===== config.mk =====
export PLATFORM = sky130hd
export DESIGN_NAME = seq_serializer
export DESIGN_NICKNAME = d
export VERILOG_FILES = /design/src/rtl/seq_pkg.sv /design/src/rtl/seq_serializer.sv
export SDC_FILE = /design/constraint.sdc
export NUM_CORES = 1
export LEC_CHECK = 0
export CAP_MARGIN = 30
export CORE_ASPECT_RATIO = 0.5
export CORE_MARGIN = 8
export CORE_UTILIZATION = 50
export DETAILED_ROUTE_END_ITERATION = 12
export GPL_ROUTABILITY_DRIVEN = 0
export HOLD_SLACK_MARGIN = 0.12
export PLACE_DENSITY = 0.79
export SETUP_SLACK_MARGIN = 0.05
export SLEW_MARGIN = 20
export SYNTH_ARGS = -nofsm -noshare
export SYNTH_HDL_FRONTEND = slang
export SYNTH_SLANG_ARGS = --single-unit

===== constraint.sdc =====
create_clock -name clk -period 3.6 [get_ports clk]
set_clock_uncertainty 0.05 [all_clocks]
set_input_delay 0.72 -clock clk [delete_from_list [all_inputs] [get_ports clk]]
set_output_delay 0.72 -clock clk [all_outputs]
set_load 0.05 [all_outputs]

===== src/rtl/seq_pkg.sv =====
// Shared types and constants for the serial sequence path (serializer feeding seq_det).
package seq_pkg;

  typedef enum logic {IDLE, SHIFT} ser_state_t;

  localparam int SEQ_WIDTH = 16;

endpackage


===== src/rtl/seq_serializer.sv =====
// Parallel-in/serial-out word serializer with a one-word holding buffer so
// back-to-back words stream with no idle bit between them.
module seq_serializer
  import seq_pkg::*;
#(
  parameter int   WIDTH     = SEQ_WIDTH,
  parameter bit   LSB_FIRST = 1'b1,
  parameter logic IDLE_BIT  = 1'b0
) (
  input  logic             clk,
  input  logic             rst,
  input  logic [WIDTH-1:0] din,
  input  logic             din_valid,
  output logic             din_ready,
  output logic             ser_out,
  output logic             ser_valid,
  output logic             word_done,
  output logic             busy
);

  localparam int CW = (WIDTH > 2) ? $clog2(WIDTH) : 1;
  localparam logic [CW-1:0] LAST = CW'(WIDTH - 1);

  ser_state_t       state, state_nx;
  logic [CW-1:0]    cnt, cnt_nx;
  logic [WIDTH-1:0] shreg, shreg_nx;
  logic [WIDTH-1:0] hold, hold_nx;
  logic             hold_full, hold_full_nx;
  logic             ser_out_nx, ser_valid_nx, word_done_nx;
  logic             xfer, ld;
  logic [WIDTH-1:0] ld_word;

  function automatic logic first_bit(input logic [WIDTH-1:0] w);
    return LSB_FIRST ? w[0] : w[WIDTH-1];
  endfunction

  // The shift reg always holds the bits still to go, with the next one at the output end.
  function automatic logic [WIDTH-1:0] advance(input logic [WIDTH-1:0] w);
    return LSB_FIRST ? (w >> 1) : (w << 1);
  endfunction

  assign din_ready = !hold_full;
  assign xfer      = din_valid && din_ready;
  assign busy      = (state == SHIFT) || hold_full;

  always_comb begin
    state_nx     = state;
    cnt_nx       = cnt;
    shreg_nx     = shreg;
    hold_nx      = hold;
    hold_full_nx = hold_full;
    ser_out_nx   = ser_out;
    ser_valid_nx = ser_valid;
    word_done_nx = 1'b0;
    ld           = 1'b0;
    ld_word      = din;
    case (state)
      IDLE: ld = xfer;
      SHIFT: begin
        if (cnt == LAST) begin
          // Last bit on the line: refill from hold first so word order holds.
          if (hold_full) begin
            ld           = 1'b1;
            ld_word      = hold;
            hold_full_nx = 1'b0;
          end else if (xfer) begin
            ld = 1'b1;
          end else begin
            state_nx     = IDLE;
            ser_valid_nx = 1'b0;
            ser_out_nx   = IDLE_BIT;
          end
        end else begin
          ser_out_nx   = first_bit(shreg);
          shreg_nx     = advance(shreg);
          cnt_nx       = cnt + CW'(1);
          word_done_nx = ((cnt + CW'(1)) == LAST);
          if (xfer) begin
            hold_nx      = din;
            hold_full_nx = 1'b1;
          end
        end
      end
      default: state_nx = IDLE;
    endcase
    if (ld) begin
      state_nx     = SHIFT;
      cnt_nx       = '0;
      ser_out_nx   = first_bit(ld_word);
      shreg_nx     = advance(ld_word);
      ser_valid_nx = 1'b1;
    end
  end

  always_ff @(posedge clk or negedge rst) begin
    if (!rst) begin
      state     <= IDLE;
      cnt       <= '0;
      shreg     <= '0;
      hold      <= '0;
      hold_full <= 1'b0;
      ser_out   <= IDLE_BIT;
      ser_valid <= 1'b0;
      word_done <= 1'b0;
    end else begin
      state     <= state_nx;
      cnt       <= cnt_nx;
      shreg     <= shreg_nx;
      hold      <= hold_nx;
      hold_full <= hold_full_nx;
      ser_out   <= ser_out_nx;
      ser_valid <= ser_valid_nx;
      word_done <= word_done_nx;
    end
  end

endmodule


==> key figures <==
Outcome
  • Status: finished clean

Route
  • Antenna-violating nets left: 0
  • Via count: ~1500
  • DRC violations left: 0
  • Wire length on met3: 188 microns
  • DR iter-0 viols: between 100 and 150
  • Routed WL: 4.59 mm
  • Via density: around 6.2
  • DR pass1 iterations: 4
  • M1 WL: 2.27 mm
  • Drt wl/cell: around 19 microns
  • Top Metal Used: met4
  • Met2 WL: 2.11 mm

Setup path
  • Setup crit start: state
  • Worst path required time: 2.83 ns
  • Slowest cell on crit path: clkdlybuf4s50_1
  • Crit-path cells: clkinv_1, nand2_1, clkdlybuf4s50_1
  • CP arrival: 1.97 ns
  • Max stage delay on crit path: roughly 0.80 ns
  • Crit path max fanout: 13
  • CP endpoint kind: output pin
  • Reg2reg start: cnt[3]
  • Critical path class: register to output pin
  • Worst setup SP type: register

Final layout
  • Most frequent cells in the layout: 40 x dfrtp_1, 24 x nand3b_1, 22 x clkdlybuf4s50_1, 14 x o32a_1, 12 x o2111a_1
  • Sequential cell area: 0.00100 sq mm
  • Number of fill cells: 325
  • # nets final: 209
  • Ratio of cells with drive above 1 in the final layout: 0.180
  • Antenna diode count: 0
  • Final Cell Area: approximately 0.0025 sq mm
  • Multi-input logic area: ~1000 sq um
  • Commonest non-fill, non-tap cell in the layout: dfrtp_1
  • Non-filler cells, final: 243
  • Synthesis-to-finish area growth: 14.9%
  • Final core utilization: 0.614

Clocking
  • Clk slew on worst S/H paths: 0.08 ns
  • CTS tree: yes
  • CTS root buffer: clkbuf_8
  • CTS Sinks: 40
  • Post-CTS Resized: 0
  • Clk_lat worst skew: 0.29 ns
  • Post-CTS Setup Repair Bufs: 0
  • Hold buffers post-CTS: 0
  • Num CTS Buffers: 5
  • Max Buffers Root-to-Sink: 2
  • H-tree depth: 2

Yosys
  • Unique masters post-synth: 39
  • Prevailing post-synth register cell: dfrtp_1
  • #FFs+latches synth: 40
  • Synth area leader: dfrtp_1
  • EDFF count, synth: 0
  • Synth Instances: 173
  • Fraction of registers with async set/reset: 1.00
  • Cell area after synthesis: 0.00214 sq mm
  • Mean Syn Cell Area: 12.4 sq um
  • Synth area leaders: dfrtp_1 47%, nand3b_1 8.4%, mux2_4 7.0%
  • Register area share after synthesis: 0.468
  • Net Count, Synth: 194
  • Yosys warns: 0
  • Share of the synthesized area in the top cell type: 0.468

Die
  • DIE AREA: 0.00675 sq mm
  • IO Pins: 24
  • Die Wd: about 110 microns
  • Core area: ~0.004 sq mm
  • Die Y: 62.2 microns
  • FP Rows: 16
  • Initial core utilization: 0.534

Flow run
  • Max Cap Violations: 0

STA
  • RSZ-0062 raised after global routing: false
  • Fin. max-slew vios: 0
  • Final Hold Violating Endpoints: 0
  • Fin Hold WS: 0.288 ns
  • Tcrit/Tclk final: 0.761
  • Setup violators final: 0
  • Slew HR: 0.517
  • Peak Freq: 365 MHz
  • Worst-margin pin slew: 0.724 ns
  • Setup TNS: 0 ns
  • Minimum clock period: 2.74 ns
  • Worst setup margin: about 0.86 ns

Power
  • Clock power frac: 0.181
  • Switching part of the total power: 0.340
  • Power Density: 804 mW/mm^2
  • Cell Int Power: 1.30 mW
  • Comb power frac: 0.399
  • Tot Pwr: 1.97 mW
  • Worst vdd ir: roughly 0.29 mV
  • Sequential cell fraction of total power: 0.419
  • Switch Pwr: ~0.67 mW
  • Leakage Power: 1.01 nW

Global routing
  • Initial antenna violation count: 0
  • First-pass GRT wire length: 7.99 mm
  • Vias in the first global route: 1624
  • Global-route usage over all layers: 0.144
  • Gr ovfl total: 0
  • Largest net degree at the start of global routing: 41

Hold path
  • Worst hold path type: input port to asynchronous set/reset pin

Placed design
  • Placed insts: 234
  • Port buffer count: 23
  • Cell area after placement: ~0.0023 sq mm
  • Dpl ws: 0.951 ns
  • Dpl hpwl: 2.98 mm
[critical path: cells and delay by family, from the launching register on]
| family | cells | cell delay [ns] |
|---|---|---|
| buffers and inverters | 2 | 0.96 |
| flip-flops | 1 | 0.63 |
| AND/OR/NAND/NOR | 1 | 0.09 |
[logic make-up after synthesis]
logic type / count (synthesis) / share of synthesized area
flops: 40 / 0.468
mux: 17 / 0.106
compound gates: 44 / 0.189
buf+inv: 25 / 0.0684
fa+ha+maj: 2 / 0.0117
simple gates: 43 / 0.148
xor+xnor: 2 / 0.00819
[cells in the mapped netlist (all sizes together) (2+ instances only)]
cell type,count
dfrtp,40
nand3b,24
mux2,16
o32a,14
buf,13
o2111a,12
inv,6
clkbuf,5
o21ai,5
nand3,4
a21oi,3
and3,3
nand2,3
nor2b,3
a32oi,2
ha,2
o211a,2
o22ai,2
o2bb2ai,2
xor2,2
[registers in the layout (all words and copies together) (netlist names)]
register	flops
hold	16
shreg	15
cnt	4
hold_full	1
ser_out	1
ser_valid	1
state	1
word_done	1
[layer usage]
metal | GRT usage | up-vias
met5 | 0 | -
met4 | 0.0525 | 0
met3 | 0.0340 | 2
met2 | 0.215 | 38
met1 | 0.198 | 764
li1 | - | 698
[worst paths after layout]
kind	end	slack, ns	depth (start not counted)
min in group clk	hold[10]	0.45	1
max reg2reg	shreg[8]	1.54	3
max	busy	0.86	3
min reg2reg	hold[10]	0.45	1
min	shreg[9]	0.29	1
max in group asynchronous	shreg[3]	2.76	2
[power groups by stage]
stage | registers [mW] | clock network, mW | logic [mW]
4_1_cts | 0.824 | 0.365 | 0.791
6_report | 0.828 | 0.358 | 0.789
3_5_place_dp | 0.828 | 0 | 0.786
3_3_place_gp | 0.841 | 0 | 0.728
5_1_grt | 0.862 | 0.383 | 0.852
2_1_floorplan | 0.796 | 0 | 0.647
[area by class of cell]
class | instances | share of cell area
Clock buffer | 6 | 0.0295
Timing Repair Buffer | 26 | 0.107
Multi-Input combinational cell | 108 | 0.403
Clock inverter | 2 | 0.0143
Inverter | 7 | 0.0107
Sequential cell | 40 | 0.407
Tap cell | 54 | 0.0275
No activity file was read; power rests on OpenSTA's default activity.
